### src/rtl/decoder_arbiter_4ch.sv
// Four-requester arbiter driving a shared 2-to-4 decoder (EN, A1, A0).
// Fixed-priority or round-robin selection, hold limit, and a one-cycle dead gap between owners.
module decoder_arbiter_4ch #(
  parameter int RR       = 1,
  parameter int HOLD_MAX = 8
) (
  input  logic       CLK,
  input  logic       RST,
  input  logic [3:0] REQ,
  output logic       EN,
  output logic       A1,
  output logic       A0,
  output logic [3:0] GNT,
  output logic       BUSY,
  output logic       HOLD_EXP
);

  typedef enum logic {
    IDLE  = 1'b0,
    GRANT = 1'b1
  } state_t;

  localparam logic [7:0] HOLD_LAST = 8'(HOLD_MAX - 1);

  state_t     state_reg;
  logic [1:0] owner_reg;
  logic [1:0] last_reg;
  logic [7:0] cnt_reg;
  logic       hold_exp_reg;

  logic [3:0] req_rot;
  logic [1:0] rot_off;
  logic [1:0] rr_idx;
  logic [1:0] fp_idx;
  logic [1:0] win_idx;

  // Rotate requests so bit 0 is the requester just after the last owner.
  for (genvar gi = 0; gi < 4; gi++) begin : g_rot
    assign req_rot[gi] = REQ[last_reg + 2'(gi + 1)];
  end

  always_comb begin
    rot_off = 2'd0;
    for (int i = 3; i >= 0; i--) begin
      if (req_rot[i]) rot_off = 2'(i);
    end
  end

  always_comb begin
    fp_idx = 2'd0;
    for (int i = 0; i < 4; i++) begin
      if (REQ[i]) fp_idx = 2'(i);
    end
  end

  assign rr_idx  = last_reg + 2'd1 + rot_off;
  assign win_idx = (RR != 0) ? rr_idx : fp_idx;

  always_ff @(posedge CLK) begin
    if (RST) begin
      state_reg    <= IDLE;
      owner_reg    <= 2'd0;
      last_reg     <= 2'd3;
      cnt_reg      <= 8'd0;
      hold_exp_reg <= 1'b0;
    end else begin
      hold_exp_reg <= 1'b0;
      case (state_reg)
        IDLE: begin
          if (|REQ) begin
            owner_reg <= win_idx;
            cnt_reg   <= 8'd0;
            state_reg <= GRANT;
          end
        end
        GRANT: begin
          // A voluntary release wins over a coincident timeout.
          if (!REQ[owner_reg]) begin
            state_reg <= IDLE;
            last_reg  <= owner_reg;
            cnt_reg   <= 8'd0;
          end else if (cnt_reg == HOLD_LAST) begin
            state_reg    <= IDLE;
            last_reg     <= owner_reg;
            cnt_reg      <= 8'd0;
            hold_exp_reg <= 1'b1;
          end else begin
            cnt_reg <= cnt_reg + 8'd1;
          end
        end
        default: state_reg <= IDLE;
      endcase
    end
  end

  assign EN       = (state_reg == GRANT);
  assign BUSY     = EN;
  assign A1       = owner_reg[1];
  assign A0       = owner_reg[0];
  assign HOLD_EXP = hold_exp_reg;

  for (genvar gi = 0; gi < 4; gi++) begin : g_gnt
    assign GNT[gi] = EN && (owner_reg == 2'(gi));
  end

endmodule

### config.mk
export PLATFORM = sky130hd
export DESIGN_NAME = decoder_arbiter_4ch
export DESIGN_NICKNAME = d
export VERILOG_FILES = /design/src/rtl/decoder_arbiter_4ch.sv
export SDC_FILE = /design/constraint.sdc
export NUM_CORES = 1
export LEC_CHECK = 0
export ABC_AREA = 1
export CELL_PAD_IN_SITES_DETAIL_PLACEMENT = 0
export CELL_PAD_IN_SITES_GLOBAL_PLACEMENT = 1
export CORE_ASPECT_RATIO = 0.9
export CORE_MARGIN = 3
export CORE_UTILIZATION = 40
export DETAILED_ROUTE_END_ITERATION = 8
export GPL_TIMING_DRIVEN = 0
export PLACE_DENSITY = 0.83
export SLEW_MARGIN = 0
export SYNTH_ARGS = -nofsm -noshare
export SYNTH_HDL_FRONTEND = slang
export SYNTH_SLANG_ARGS = --single-unit
export TNS_END_PERCENT = 5
### constraint.sdc
create_clock -name CLK -period 2.6 [get_ports CLK]
set_input_delay 0.52 -clock CLK [delete_from_list [all_inputs] [get_ports CLK]]
set_output_delay 0.52 -clock CLK [all_outputs]
set_load 0.1 [all_outputs]
Word-level counts from Yosys, hierarchy flattened
Index checks and enable logic that the tools add are counted.

word-level totals
  flip-flop bits (word level) = 14
  output and inout bits = 9
  logic and storage cells = 57

cells by class
  $add $sub $neg = 5
  order comparisons = 5
  equality and inequality tests = 6
  muxes and demuxes = 25
  bitwise operators = 2
  reductions and logical operators = 9

operator list
  kind                   number
  $mux W8                3
  $pmux W8 S2            1
  $lt A2 B3 Y1 const B   5
  $mux W2                6
  $bmux W1 S2            5
  $mux W1                9
  $add A8 B1 Y8 const B  1
  $eq A8 B3 Y1 const B   1
  $add A2 B2 Y2 const B  2
  $eq A2 B2 Y1 const B   2
  $logic_and A1 B1 Y1    4
  $reduce_and A2 Y1      2
  $reduce_or A4 Y1       1
  $reduce_or A3 Y1       1
  $add A2 B1 Y2 const B  1
  $add A2 B2 Y2          1
  $eq A2 B1 Y1 const B   1
  $logic_not A2 Y1       1
  $ne A2 B1 Y1 const B   1
  $ne A2 B2 Y1 const B   1
  $not A1 Y1             2
  $pmux W1 S2            1

Longest topological paths before layout
Gate-level depths: netlist (run 1).

  depth in word-level cells = 7
  depth in mapped cells = 16
  gate-level depth less buffers = 15

Least setup slack after synthesis (run 1)
OpenSTA, ideal clock, no wires.

  kind = register to output
  start = register state_reg, in the netlist BUSY
  end = output GNT[0]
  arrival = 3.434 ns
  required time = 2.080 ns
  setup slack = -1.354 ns
  cell stages (with the launch flop) = 4
  path through = dfxtp_1 -> clkbuf_8 -> inv_1 -> nor3_1

on the way
  cells in the longest elaborated chain, start to end = 1

ends and longest elaborated chain
  what                    line  text
  start, declared         25    state_t state_reg;
  start signal, assigned  61    state_reg <= IDLE;
  start signal, assigned  73    state_reg <= GRANT;
  start signal, assigned  79    state_reg <= IDLE;
  $logic_and A1 B1 Y1     103   assign GNT[gi] = EN && (owner_reg == 2'(gi));
  end, declared           13    output logic [3:0] GNT,

No other way between the ends.

Final worst setup path (run 1)
  start = register owner_reg[0]
  end = output A0

RTL lines
  what                    line  text
  start, declared         26    logic [1:0] owner_reg;
  start signal, assigned  71    owner_reg <= win_idx;
  end, declared           12    output logic A0,

No word-level cell between the ends.

==> results of run 1 <==
-- per-stage QoR --
| step | hold slack, ns | instance area, um^2 | util |
|---|---|---|---|
| 2_1_floorplan | 0.4571 | 1082 | - |
| 3_3_place_gp | 0.4703 | 1246 | 0.5366 |
| 3_5_place_dp | 0.4829 | 1246 | 0.5366 |
| 4_1_cts | 0.4967 | 1277 | 0.5501 |
| 5_1_grt | 0.5402 | 1262 | 0.5436 |
| 6_report | 0.4949 | 1262 | 0.5436 |
-- area by class of cell --
type,count,share of cell area
plain buffers,5,0.03271
clock buffers,4,0.02874
inverters,20,0.06541
multi-input cells,121,0.5362
flip-flops and latches,14,0.2230
well taps,27,0.02676
repair buffers,13,0.08722
-- cell usage after synthesis --
library cell	n	area [um^2]
o211ai_1	2	15.01
nand2_2	7	43.79
inv_8	1	11.26
dfxtp_1	14	280.3
buf_4	1	7.510
buf_2	1	5.000
inv_1	14	52.55
inv_2	5	18.77
nand3_2	1	10.01
a21oi_1	11	55.05
o21ai_0	4	20.02
nor2_1	5	18.77
and2_1	1	6.260
nor3_1	7	35.03
nand4_1	7	43.79
clkbuf_8	1	13.76
a31oi_1	1	6.260
ha_1	3	37.54
nand3_1	12	60.06
o21ai_1	2	10.01
buf_6	1	11.26
xor2_1	2	17.52
nand2_1	51	191.4
nor2_2	3	18.77
nand4_4	2	42.54
clkbuf_1	1	3.750
-- how the worst min path moves through the flow --
stage / to / slack, ns / cells after the start
after floorplan: cnt_reg[6] / 0.46 / 2
after global placement: cnt_reg[6] / 0.47 / 2
after detailed placement: cnt_reg[6] / 0.48 / 2
after CTS: cnt_reg[6] / 0.50 / 2
after global routing: cnt_reg[6] / 0.54 / 2
final: cnt_reg[6] / 0.49 / 2
-- tightest hold or removal path: stages (launching register included) --
cell and delay [ns]:
dfxtp_1 0.33, nand2_1 0.06, a21oi_1 0.06
-- cell families after synthesis --
kind of cell,share of synthesized area
compound gates,0.1027
flops,0.2705
buf+inv,0.1196
simple gates,0.4541
xor+xnor,0.01691
fa+ha+maj,0.03624
-- metal layers --
layer,vias to the layer above,global-route usage,part of all wire
met5,-,0,0
met4,0,0.003690,0.0020
met3,2,0.04717,0.066
met2,37,0.2770,0.44
met1,480,0.2528,0.49
li1,561,-,-
-- repair_timing --
action	in CTS	in global routing
resized for setup	4	8
endpoints found under the setup margin	4	4
pin swaps	0	0
hold buffers	0	0
-- power by group through the flow --
stage / registers [mW] / clock network (mW) / logic (mW)
3_3_place_gp: 0.273 / 0 / 0.481
4_1_cts: 0.269 / 0.164 / 0.477
6_report: 0.268 / 0.159 / 0.476
5_1_grt: 0.273 / 0.177 / 0.516
2_1_floorplan: 0.343 / 0 / 0.314
3_5_place_dp: 0.274 / 0 / 0.480
==> metrics.yaml, run 1 <==
core_area_mm2: 0.002322
min_from: "cnt_reg[6]"
insertion_delay_ns: 0.28
hp-class: "reg -> reg"
drt-initial-drc-count: 48
clk_path_buf_depth: 2
cts_tree: "yes"
hpwl_um: 1941
path_delay_family: "buffers and inverters"
ir_drop_mv: 0.5571
syn-instance-count: 160
htree_levels: 1
dp_cells: 200
crit_end: "A0"
p_sw_mw: 0.4534
die_area_mm2: 0.003238
drv_slew: 0
antenna_found_initial: 0
instances_no_fill: 204
fin_setup_tns_ns: 0
drc: 0
clkTransAtPathRegs_ns: 0.09
p_int_mw: 0.4502
crit_start: "owner_reg[0]"
nNetsFinal: 187
final_common_cell: "nand2_1"
end_kind: "primary output"
root_buffer: "clkbuf_4"
pwr-share-clk: 0.176
fin_crit_sh: 0.9725
area_growth_pct: 21.86
switching_share: 0.5018
r2r_cells: 15
slew_headroom: 0.3520
setup_viol: 0
fp.dieH_um: 54.28
multi_input_area_um2: 676.9
r2r_setup_slack_ns: 0.80
wl_um: 2486
port_buffers: 13
ys_ff_latch: 14
vias_per_cell: 5.294
pwr-share-comb: 0.527
pin_count: 15
critPathLaunchType: "register"
place.gp.congestion: 0.8380
tightest_slew_ns: 0.9689
grt.total_usage: 0.1757
period_minus_slack_ns: 2.529
worstPathCellList: "clkdlybuf4s50_1"
final-hold-violation-count: 0
grt-ovfl-total: 0
synth_area_mm2: 0.001036
post_cts_buffers: 0
p_leak_nw: 0.5444
yosys_warnings: 0
power_mw: 0.9037
vias: 1080
rr_startpoint: "last_reg[1]"
antenna-diode-count: 0
fin_ws_ns: 0.07148
timing.rr.end: "owner_reg[1]"
fillers: 244
cpPeakStageDelay_ns: 1.20
rows: 16
drive_gt1_frac: 0.2034
powerDensity_mw_per_mm2: 715.8
cp.depth: 1
place_ws_ns: 0.06959
p_seq_frac: 0.297
grt_setup_unrepaired: "no"
crit_buf_inv: 1
postSynthAreaPerCell_um2: 6.475
largest_reg_flops: 8
finClkSkew_ns: 0.007919
grt_max_degree: 11
die_width_um: 59.65
critPathArrivalTime_ns: 2.01
grt_pass1_vias: 998
numCtsBuffers: 3
cp_max_fo: 6
synth_fp_nets: 169
grt_pass1_wl_um: 4395
wire_per_inst_um: 12.19
cap_violations: 0
worst_ep_required_time_ns: 2.08
status: "finished, final reports clean"
fmax_mhz: 395.5
ant_nets: 0
initial_core_util: 0.4461
final_cell_mix: "51 x nand2_1, 14 x inv_1, 13 x dfxtp_1"
ys_types: 26
path_class: "reg -> out"
seq_area_frac_synth: 0.2705
cts_num_sinks: 14
register_area_um2: 281.5
cp_slowest_cell: "clkdlybuf4s50_1"
drt_pass1_iterations: 5
Power figures use the tool's default switching activity.
==> run 2: changes to the inputs <==
--- a/config.mk
+++ b/config.mk
@@ -5,15 +5,14 @@
 export SDC_FILE = /design/constraint.sdc
 export NUM_CORES = 1
 export LEC_CHECK = 0
-export ABC_AREA = 1
 export CELL_PAD_IN_SITES_DETAIL_PLACEMENT = 0
 export CELL_PAD_IN_SITES_GLOBAL_PLACEMENT = 1
 export CORE_ASPECT_RATIO = 0.9
 export CORE_MARGIN = 3
 export CORE_UTILIZATION = 40
 export DETAILED_ROUTE_END_ITERATION = 8
-export GPL_TIMING_DRIVEN = 0
-export PLACE_DENSITY = 0.83
+export GPL_TIMING_DRIVEN = 1
+export PLACE_DENSITY = 0.82
 export SLEW_MARGIN = 0
 export SYNTH_ARGS = -nofsm -noshare
 export SYNTH_HDL_FRONTEND = slang
==> run 2 against run 1 <==
  * Routed wire length decreased by 17%
  * Clock skew fell by 0.0045 ns
  * Clock power down 3%
  * Non-clock buffer count fell by 1
  * Sequential share of layout area grew 3.4 points
  * Via count down 20%
  * Maximum frequency grew 11%
  * First-iteration DRC count down 50%
  * Worst setup slack gained 0.26 ns
  * Final area is 14% lower
  * Register-to-register slack worse by 0.24 ns
  * Largest power group unchanged
==> metrics.yaml, run 2 <==
worstPathCellList: "clkdlybuf4s50_1, inv_1, and3_1, o21ai_0, o211ai_1, ha_1, xor2_1, xnor2_1, nand3b_1, o211ai_1"  # was clkdlybuf4s50_1
ys_ff_latch: 14  # unchanged
period_minus_slack_ns: 2.269  # was 2.529 ns
cp_slowest_cell: "clkdlybuf4s50_1"  # unchanged
grt-ovfl-total: 0  # unchanged
numCtsBuffers: 3  # unchanged
cts_hold_buf: 0  # unchanged
pin_count: 15  # unchanged
cp_max_fo: 6  # unchanged
ant_nets: 0  # unchanged
fp.dieH_um: 50.84  # was 54.28 um
timing.rr.end: "owner_reg[1]"  # unchanged
vias: 864  # was 1080
power_mw: 0.7482  # was 0.9037 mW
core_area_mm2: 0.002008  # was 0.002322 mm^2
fillers: 193  # was 244
path_class: "in -> reg"  # was reg -> out
cap_violations: 0  # unchanged
grt_pass1_vias: 806  # was 998
min_from: "cnt_reg[6]"  # unchanged
final_util: 0.5427  # was 0.5436
nNetsFinal: 145  # was 187
seq_area_frac_synth: 0.3137  # was 0.2705
initial_core_util: 0.4449  # was 0.4461
drc: 0  # unchanged
critPathArrivalTime_ns: 2.44  # was 2.01 ns
post_cts_buffers: 0  # unchanged
root_buffer: "clkbuf_4"  # unchanged
rows: 15  # was 16
synthArstFlopShare: 0  # unchanged
cts.repair.resized: 0  # was 4
crit_start: "REQ[0]"  # was owner_reg[0]
status: "finished, final reports clean"  # unchanged
yosys_warnings: 0  # unchanged
grt.total_usage: 0.1623  # was 0.1757
htree_levels: 1  # unchanged
largest_reg_flops: 8  # unchanged
synthTopCellsByCount: "22 x nor2_1, 15 x nand2_1, 14 x dfxtp_1, 8 x nor3_1"  # was 51 x nand2_1, 14 x dfxtp_1, 14 x inv_1, 12 x nand3_1, 11 x a21oi_1
antenna_found_initial: 0  # unchanged
holdWs_ns: 0.5140  # was 0.4949 ns
critPathLaunchType: "input pin"  # was register
crit_top_cell: "o211ai_1"
postSynthAreaPerCell_um2: 7.445  # was 6.475 um^2
powerDensity_mw_per_mm2: 686.5  # was 715.8 mW/mm^2
grt_setup_unrepaired: "no"  # unchanged
antenna-diode-count: 0  # unchanged
r2r_setup_slack_ns: 0.56  # was 0.80 ns
synth_fp_nets: 129  # was 169
synth_edf_count: 0  # unchanged
finClkSkew_ns: 0.003423  # was 0.007919 ns
wire_per_inst_um: 12.88  # was 12.19 um
drt-initial-drc-count: 24  # was 48
cts_tree: "yes"  # unchanged
syn-instance-count: 120  # was 160
grt_max_degree: 18  # was 11
synth-main-ff-cell: "dfxtp_1"  # unchanged
min_path_cells: 2  # unchanged
hpwl_um: 1514  # was 1941 um
clkTransAtPathRegs_ns: 0.08  # was 0.09 ns
synth_area_um2: 893.4  # was 0.001036 mm^2
final-hold-violation-count: 0  # unchanged
fin_setup_tns_ns: 0  # unchanged
worstHoldEndpoint: "cnt_reg[6]"  # unchanged
die_width_um: 55.82  # was 59.65 um
die_area_mm2: 0.002837  # was 0.003238 mm^2
final_common_cell: "nor2_1"  # was nand2_1
instances_no_fill: 160  # was 204
slew_headroom: 0.5863  # was 0.3520
drv_slew: 0  # unchanged
synth_area_leaders: "dfxtp_1 31%, nor2_1 9.2%, nand2_1 6.3%"  # was dfxtp_1 27%, nand2_1 18%, nand3_1 5.8%
port_buffers: 14  # was 13
drive_gt1_frac: 0.2000  # was 0.2034
rr_startpoint: "last_reg[0]"  # was last_reg[1]
final_cell_mix: "21 x nor2_1, 15 x nand2_1, 14 x dfxtp_1"  # was 51 x nand2_1, 14 x inv_1, 13 x dfxtp_1
ir_drop_mv: 0.4447  # was 0.5571 mV
multi_input_area_um2: 590.6  # was 676.9 um^2
fin_crit_sh: 0.8726  # was 0.9725
worst_ep_required_time_ns: 2.77  # was 2.08 ns
synth.most_common_cell: "nor2_1"  # was nand2_1
setup_viol: 0  # unchanged
grt_pass1_wl_um: 3643  # was 4395 um
tightest_slew_ns: 0.6186  # was 0.9689 ns
yosysTopAreaCell: "dfxtp_1"  # unchanged
r2r_cells: 8  # was 15
cts_num_sinks: 14  # unchanged
clk_path_buf_depth: 2  # unchanged
dp_cells: 156  # was 200
insertion_delay_ns: 0.28  # about the same
hp-class: "reg -> reg"  # unchanged
end_kind: "register"  # was primary output
wl_um: 2060  # was 2486 um
vias_per_cell: 5.400  # was 5.294
synth_top_area_share: 0.3137  # was 0.2705
cpPeakStageDelay_ns: 0.59  # was 1.20 ns
ys_types: 37  # was 26
p_leak_nw: 0.4380  # was 0.5444 nW
register_area_um2: 280.3  # was 281.5 um^2
fmax_mhz: 440.8  # was 395.5 MHz
place.gp.congestion: 0.7690  # was 0.8380
drt_pass1_iterations: 4  # was 5
area_growth_pct: 21.99  # was 21.86%
[run 2: cell types whose count changed in the layout (fill, tap and decap cells not counted), moves of 6 or more]
cell,delta
nand2_1,-36
nor2_1,+16
buf_4,+11
inv_1,-11
nand2_2,-7
nand4_1,-7
nand3_1,-6
[run 2: routing by layer]
| metal | share of wire | track usage | wire (um) |
|---|---|---|---|
| met2 | 0.42 | 0.2579 | 875 |
| met3 | 0.067 | 0.05808 | 138 |
| met1 | 0.50 | 0.2134 | 1028 |
| met4 | 0.0083 | 0.03557 | 17 |
| met5 | 0 | 0 | 0 |
[run 2: logic make-up after synthesis]
kind of cell    count (synthesis)  synth area share
compound gates                 22            0.1611
flops                          14            0.3137
fa+ha+maj                       3           0.04202
mux                             3           0.04902
xor+xnor                        2           0.01961
simple gates                   67            0.3684
buf+inv                         9           0.04621
[run 2: cell type report]
class                      count  area share
clock buffer                   4     0.03329
inverter                       3     0.01033
multi-input combinational     97      0.5419
sequential                    14      0.2572
tap                           25     0.02870
timing repair buffer          17      0.1286
[run 2: power by group]
group          total (mW)  switching [mW]  internal [mW]  leakage (nW)
Combinational       0.317           0.221         0.0963         0.303
Clock               0.154          0.0682         0.0853        0.0210
Sequential          0.277          0.0452          0.232         0.114
Total               0.748           0.335          0.414         0.438
[run 2: per-stage QoR]
stage          setup WS (ns)  instance area, um^2
2_1_floorplan       -0.01553                912.1
3_3_place_gp          0.1067                 1054
3_5_place_dp         0.04311                 1054
4_1_cts               0.3414                 1090
5_1_grt               0.1630                 1090
6_report              0.3312                 1090
[run 2: how the worst max path moves through the flow]
stage | to | slack (ns) | cells past startpoint
3_5_place_dp | owner_reg[1] | 0.04 | 10
5_1_grt | owner_reg[1] | 0.16 | 10
6_report | owner_reg[1] | 0.33 | 10
3_3_place_gp | owner_reg[1] | 0.11 | 10
2_1_floorplan | GNT[0] | -0.02 | 2
4_1_cts | owner_reg[1] | 0.34 | 10
[run 2: worst max-delay path: cells and delay by family]
family | cells | cell delay [ns]
simple gates | 2 | 0.30
xor+xnor | 2 | 0.35
buf+inv | 2 | 0.70
fa+ha+maj | 1 | 0.20
compound gates | 3 | 0.37
